## src/rtl/bcd_pkg.sv

```systemverilog
// Shared types and helpers for the iterative binary-to-BCD converter.
package bcd_pkg;

    localparam int unsigned DIGIT_W = 4;

    typedef enum logic [1:0] {
        IDLE  = 2'd0,
        SHIFT = 2'd1,
        DONE  = 2'd2
    } state_t;

    // Double-dabble correction: a digit >= 5 would carry past 9 after doubling.
    function automatic logic [DIGIT_W-1:0] add3_if_ge5(input logic [DIGIT_W-1:0] d);
        return (d >= DIGIT_W'(5)) ? d + DIGIT_W'(3) : d;
    endfunction

endpackage

```

## src/rtl/bcd_digit_adj.sv

```systemverilog
// Single BCD digit pre-shift adjustment (add 3 when the digit is 5 or more).
module bcd_digit_adj
    import bcd_pkg::*;
(
    input  logic [DIGIT_W-1:0] d,
    output logic [DIGIT_W-1:0] q_c
);

    assign q_c = add3_if_ge5(d);

endmodule

```

## src/rtl/bin_to_bcd_seq.sv

```systemverilog
// Iterative shift-and-add-3 binary-to-BCD converter, one input bit per clock,
// with overflow detection and a leading-zero blanking mask for the display.
module bin_to_bcd_seq
    import bcd_pkg::*;
#(
    parameter int unsigned BIN_W  = 16,
    parameter int unsigned DIGITS = 5
) (
    input  logic                      clk,
    input  logic                      rst,
    input  logic                      start,
    input  logic [BIN_W-1:0]          bin,
    output logic                      ready,
    output logic                      busy,
    output logic                      done,
    output logic [DIGIT_W*DIGITS-1:0] bcd,
    output logic                      ovf,
    output logic [DIGITS-1:0]         blank
);

    localparam int unsigned CNT_W = $clog2(BIN_W + 1);
    localparam int unsigned BCD_W = DIGIT_W * DIGITS;
    localparam logic [DIGITS-1:0] BLANK_RST = ~DIGITS'(1);

    state_t             state, state_nxt;
    logic [BCD_W-1:0]   work, work_nxt;
    logic [BCD_W-1:0]   adj;
    logic [BCD_W-1:0]   shifted;
    logic [BIN_W-1:0]   sreg, sreg_nxt;
    logic [CNT_W-1:0]   cnt, cnt_nxt;
    logic               sticky, sticky_nxt;
    logic [BCD_W-1:0]   bcd_nxt;
    logic               ovf_nxt;
    logic               done_nxt;
    logic               busy_nxt;
    logic [DIGITS-1:0]  blank_nxt;
    logic [DIGITS-1:0]  blank_shift;
    logic               lz;

    // Per-digit add-3 correction, all digits in parallel ahead of the shift.
    for (genvar g = 0; g < DIGITS; g++) begin : g_adj
        bcd_digit_adj u_adj (
            .d   (work[g*DIGIT_W +: DIGIT_W]),
            .q_c (adj[g*DIGIT_W +: DIGIT_W])
        );
    end

    assign shifted = {adj[BCD_W-2:0], sreg[BIN_W-1]};

    // Leading-zero mask of the post-shift digits; the units digit is never blanked.
    always_comb begin
        blank_shift = '0;
        lz          = 1'b1;
        for (int i = DIGITS - 1; i >= 1; i--) begin
            lz             = lz & (shifted[i*DIGIT_W +: DIGIT_W] == '0);
            blank_shift[i] = lz;
        end
    end

    always_comb begin
        state_nxt  = state;
        work_nxt   = work;
        sreg_nxt   = sreg;
        cnt_nxt    = cnt;
        sticky_nxt = sticky;
        bcd_nxt    = bcd;
        ovf_nxt    = ovf;
        blank_nxt  = blank;
        done_nxt   = 1'b0;

        case (state)
            IDLE, DONE: begin
                if (start) begin
                    sreg_nxt   = bin;
                    work_nxt   = '0;
                    sticky_nxt = 1'b0;
                    cnt_nxt    = CNT_W'(BIN_W);
                    state_nxt  = SHIFT;
                end else begin
                    state_nxt = IDLE;
                end
            end
            SHIFT: begin
                // The bit leaving the top digit means the value exceeds the digit range.
                work_nxt   = shifted;
                sreg_nxt   = {sreg[BIN_W-2:0], 1'b0};
                sticky_nxt = sticky | adj[BCD_W-1];
                cnt_nxt    = cnt - CNT_W'(1);
                if (cnt == CNT_W'(1)) begin
                    bcd_nxt   = shifted;
                    ovf_nxt   = sticky | adj[BCD_W-1];
                    blank_nxt = blank_shift;
                    done_nxt  = 1'b1;
                    state_nxt = DONE;
                end
            end
            default: state_nxt = IDLE;
        endcase

        busy_nxt = (state_nxt == SHIFT);
    end

    always_ff @(posedge clk) begin
        if (rst) begin
            state  <= IDLE;
            work   <= '0;
            sreg   <= '0;
            cnt    <= '0;
            sticky <= 1'b0;
            bcd    <= '0;
            ovf    <= 1'b0;
            blank  <= BLANK_RST;
            done   <= 1'b0;
            busy   <= 1'b0;
            ready  <= 1'b1;
        end else begin
            state  <= state_nxt;
            work   <= work_nxt;
            sreg   <= sreg_nxt;
            cnt    <= cnt_nxt;
            sticky <= sticky_nxt;
            bcd    <= bcd_nxt;
            ovf    <= ovf_nxt;
            blank  <= blank_nxt;
            done   <= done_nxt;
            busy   <= busy_nxt;
            ready  <= !busy_nxt;
        end
    end

endmodule

```

## config.mk

```make
export PLATFORM = sky130hd
export DESIGN_NAME = bin_to_bcd_seq
export DESIGN_NICKNAME = d
export VERILOG_FILES = /design/src/rtl/bcd_pkg.sv /design/src/rtl/bcd_digit_adj.sv /design/src/rtl/bin_to_bcd_seq.sv
export SDC_FILE = /design/constraint.sdc
export NUM_CORES = 1
export LEC_CHECK = 0
export CAP_MARGIN = 10
export CELL_PAD_IN_SITES_DETAIL_PLACEMENT = 0
export CELL_PAD_IN_SITES_GLOBAL_PLACEMENT = 1
export CORE_UTILIZATION = 40
export DETAILED_ROUTE_END_ITERATION = 10
export PLACE_DENSITY = 0.82
export SKIP_CTS_REPAIR_TIMING = 1
export SLEW_MARGIN = 30
export SYNTH_ARGS = -nofsm -noshare
export SYNTH_HDL_FRONTEND = slang
export SYNTH_SLANG_ARGS = --single-unit
```

## constraint.sdc

```tcl
create_clock -name clk -period 2.5 [get_ports clk]
set_input_delay 0.375 -clock clk [delete_from_list [all_inputs] [get_ports clk]]
set_output_delay 0.375 -clock clk [all_outputs]
set_load 0.1 [all_outputs]
```

# Word level (Yosys, flattened, before mapping)
# Index checks and enable logic that the tools add are counted.
# word_totals
regBits	72
out_inout_bits	29
# classes
addsub	6
n_lt_le_gt_ge	5
eq_ne	5
mux	17
bitwise_logic	5
n_reduce_logical	11
# ops
op	count
$pmux W20 S2	1
$pmux W16 S2	1
$add A4 B2 Y4 const B	5
$ge A4 B3 Y1 const B	5
$mux W20	1
$mux W4	5
$logic_not A4 Y1	4
$mux W16	1
$pmux W5 S2	1
$eq A5 B1 Y1 const B	1
$mux W5	1
$sub A5 B1 Y5 const B	1
$eq A2 B1 Y1 const B	2
$pmux W2 S2	1
$reduce_and A2 Y1	2
$reduce_or A2 Y1	2
$and A1 B1 Y1	3
$mux W1	3
$eq A2 B2 Y1 const B	1
$logic_not A2 Y1	1
$mux W2	1
$ne A2 B2 Y1 const B	1
$pmux W1 S2	1
$reduce_bool A2 Y1	1
3 further kinds	3

# Longest topological paths before layout
# logic_depth
ltp_word	6
ltp_mapped	7

# Cells and area by module
# A second synthesis with hierarchy kept.
# unflattened
cells_unflattened	375
hier_area_um2	3224.3
# by_module_without_submodules
module	instances	cells_each	area_each_um2	seq_area_each_um2
bin_to_bcd_seq	1	295	2717.6	1441.4
bcd_digit_adj	5	16	101.3	0.0

# Worst setup path before layout
# No wires, ideal clock.
# synth_timing
kind	register -> register
start	reg cnt[0]
end	reg blank[4]
arrival_ps	1675
slack_ps	703
stages_incl_launch_ff	6
path_buffers	1
synth_period_minus_slack_ps	1797
cell_sequence	dfxtp_1 > ha_1 > or4b_4 > or2_1 > buf_6 > a221o_1
# synth_between
elab_chain_len	2
# synth_lines
item	line	rtl
start, declared	bin_to_bcd_seq.sv:30	logic [CNT_W-1:0] cnt, cnt_nxt;
start signal, assigned	bin_to_bcd_seq.sv:120	cnt <= cnt_nxt;
$eq A5 B1 Y1	bin_to_bcd_seq.sv:89	if (cnt == CNT_W'(1)) begin
$reduce_and A2 Y1 (no source line)	n/a	
end signal, assigned	bin_to_bcd_seq.sv:124	blank <= blank_nxt;
end, declared	bin_to_bcd_seq.sv:18	output logic [DIGITS-1:0] blank
# No other way between the ends.
# A chain may end at the register's enable or synchronous reset.

# Worst setup path in the final report
# Same ends and word-level chain as after synthesis.

==> impl_metrics.yaml <==
grt:
  grt_antenna_before_repair: 0
  grt_pass1_vias: 2539
  grt_max_degree: 53
  track_usage_pct: 18.8
  grt_pass1_wl_microns: 12400
  grt_overflow_total: 0
layout:
  fill_cells: 743
  drive_above_1_share_pct: 14.4
  final_cells: 527
  fin_area_sq_mm: 0.00393
  diodes: 0
  layout_common_cells: "dfxtp_1, nand2_1, a21oi_1"
  finalNetCount: 451
  syn_to_final_growth_pct: 22.7
  utilization_pct: 50.9
  layout_commonest_cell: "dfxtp_1"
worst_setup_path:
  worstPathArrival_ns: 2.43
  rr_startpoint: "cnt[0]"
  rr_endpoint: "blank[4]"
  slowest_stage: "or2_1"
  path_cells: "ha_1 -> or4b_4 -> or2_1 -> a221o_1"
  critical-path-max-stage-delay_ns: 0.56
  reg2reg_slack_ns: 0.31
  critical_path.max_fanout: 20
  crit_required_ns: 2.74
  critical_path_class: "flip-flop to flip-flop"
  r2r_cells: 4
  startpoint_type: "flip-flop"
  end_kind: "flip-flop"
placed_design:
  port_buffers: 46
  gp_congestion: 0.782
  pre_cts_ws_ns: 0.261
  dp.cells: 511
  hpwlAfterDp_microns: 4760
  place_area_sq_mm: 0.00368
timing:
  rsz0062_at_grt: "no"
  finalHoldViolations: 0
  setup_viol_count_final: 0
  timing.fmax_ghz: 0.456
  setup_ws_ns: 0.307
  worst_pin_slew_ns: 0.869
  finClkSkew_ns: 0.0105
  fin_crit_ns: 2.19
  slew-limit-headroom_pct: 42.1
  fin_crit_sh_pct: 87.7
  finalSetupTns_ns: 0
  drv_slew: 0
  hold_ws_ns: 0.439
detailed_routing:
  vias_per_cell: 5.17
  wirelength_microns: 7230
  route.detailed.drc: 0
  wl_per_cell_microns: 13.7
  ant_nets: 0
  dr_total_vias: 2724
  first_pass_iters: 4
  drt_iter0_drc: 168
clocking:
  clock_sink_count: 72
  htree_levels: 3
  clock_latency_ns: 0.35
  clkTransAtPathRegs_ns: 0.08
  cts.path.max_buffers: 2
  tritoncts: "built"
  cts_made_buffers: 9
  clockRootBuffer: "clkbuf_8"
synth:
  syn-cell-area_sq_mm: 0.00320
  yosysSeqAreaShare_pct: 45.0
  synth_cells: 381
  synth_area_leader_cell: "dfxtp_1"
  syn_avg_cell_area_sq_um: 8.41
  syn_nets: 412
  synth_cell_type_count: 39
  synth_top_area_share_pct: 45.0
  async_flop_share_pct: 0
  synth_flop_cell: "dfxtp_1"
  yosysWarnings: 0
  ys_ff_latch: 72
  synthTopCellsByArea: "dfxtp_1, a21oi_1, a22oi_1"
  synth_edf_count: 0
hold_path:
  min-delay-start: "rst"
  hold_end: "work[6]"
  hold_path.class: "input port to flip-flop"
  hold_depth: 2
status:
  status: "complete, no violations"
job:
  drv_cap: 0
die:
  coreArea_sq_mm: 0.00773
  die_w_microns: 91.5
  initial_utilization_pct: 41.5
  rows: 32
  num_io_pins: 48
  dieArea_sq_mm: 0.00837
  die_h_microns: 91.5
power:
  totalPowerFinal_mw: 2.66
  peakVddDrop_uv: 317
  p_per_area_mw_per_mm2: 676
  p_leak_nw: 1.50
## state kept, by name, indices dropped and copies added, names as in the netlist
register and cells:
bcd 20, blank 4, busy 1, cnt 5
done 1, ovf 1, ready 1, sreg 16
state 2, sticky 1, work 20
## metal layers
layer  track usage (%)  vias up  routed length, microns
met2              29.1       57                    3210
met3              3.27       11                     306
met5                 0        -                       0
met1              25.3     1253                    3570
met4              8.73        0                     139
li1                  -     1403                       -
## area by class of cell
type | count | area [sq um] | area share [%]
Clock inverter | 5 | 103 | 2.61
Clock buffer | 11 | 151 | 3.85
Multi-Input combinational cell | 272 | 1620 | 41.1
Inverter | 13 | 48.8 | 1.24
Tap cell | 102 | 128 | 3.25
Sequential cell | 72 | 1440 | 36.7
Timing Repair Buffer | 52 | 443 | 11.3
## cell usage after synthesis, drive strengths merged (3+ instances only)
master and count:
a211oi 9, a21oi 51, a22oi 28, a2bb2oi 3, buf 6, clkbuf 18, dfxtp 72, ha 12
inv 13, mux2i 7, nand2 53, nand2b 8, nand3 5, nor2 39, nor3 9, nor3b 9
o21ai 11, or2 3, xnor2 5
## kinds of logic (layout without fill, tap and decap cells)
group,count (synthesis),in the layout,share of synthesized area (%)
multiplexers,9,9,2.89
other,1,1,0.117
adder cells (fa/ha/maj),12,12,4.69
AO/OA/AOI/OAI,109,109,21.2
buffers and inverters,37,81,4.84
AND/OR/NAND/NOR,136,136,19.9
flip-flops,72,72,45.0
XOR/XNOR,5,5,1.37
## critical path: cells and delay by family, from the launching register on
kind / cells / cell delay (ns)
adders and majority gates: 1 / 0.16
and+or+nand+nor: 2 / 1.06
DFF: 1 / 0.40
AOI/OAI and AO/OA: 1 / 0.47
## worst max path at each step
stage                      start       end  slack, ns  depth (start not counted)
after floorplan           cnt[0]  blank[4]       0.70                          5
after global placement     start   work[3]       0.09                          6
after detailed placement  cnt[0]  blank[4]       0.26                          4
after CTS                 cnt[0]    bcd[3]       0.26                          5
after global routing      cnt[0]    bcd[3]       0.18                          5
final                     cnt[0]  blank[4]       0.31                          4
## power breakdown
group | internal [mW] | switching (mW) | total [mW]
Clock | 0.716 | 0.441 | 1.16
Sequential | 1.18 | 0.0238 | 1.21
Combinational | 0.0957 | 0.198 | 0.294
Total | 2.00 | 0.663 | 2.66
No activity file was read; power rests on OpenSTA's default activity.
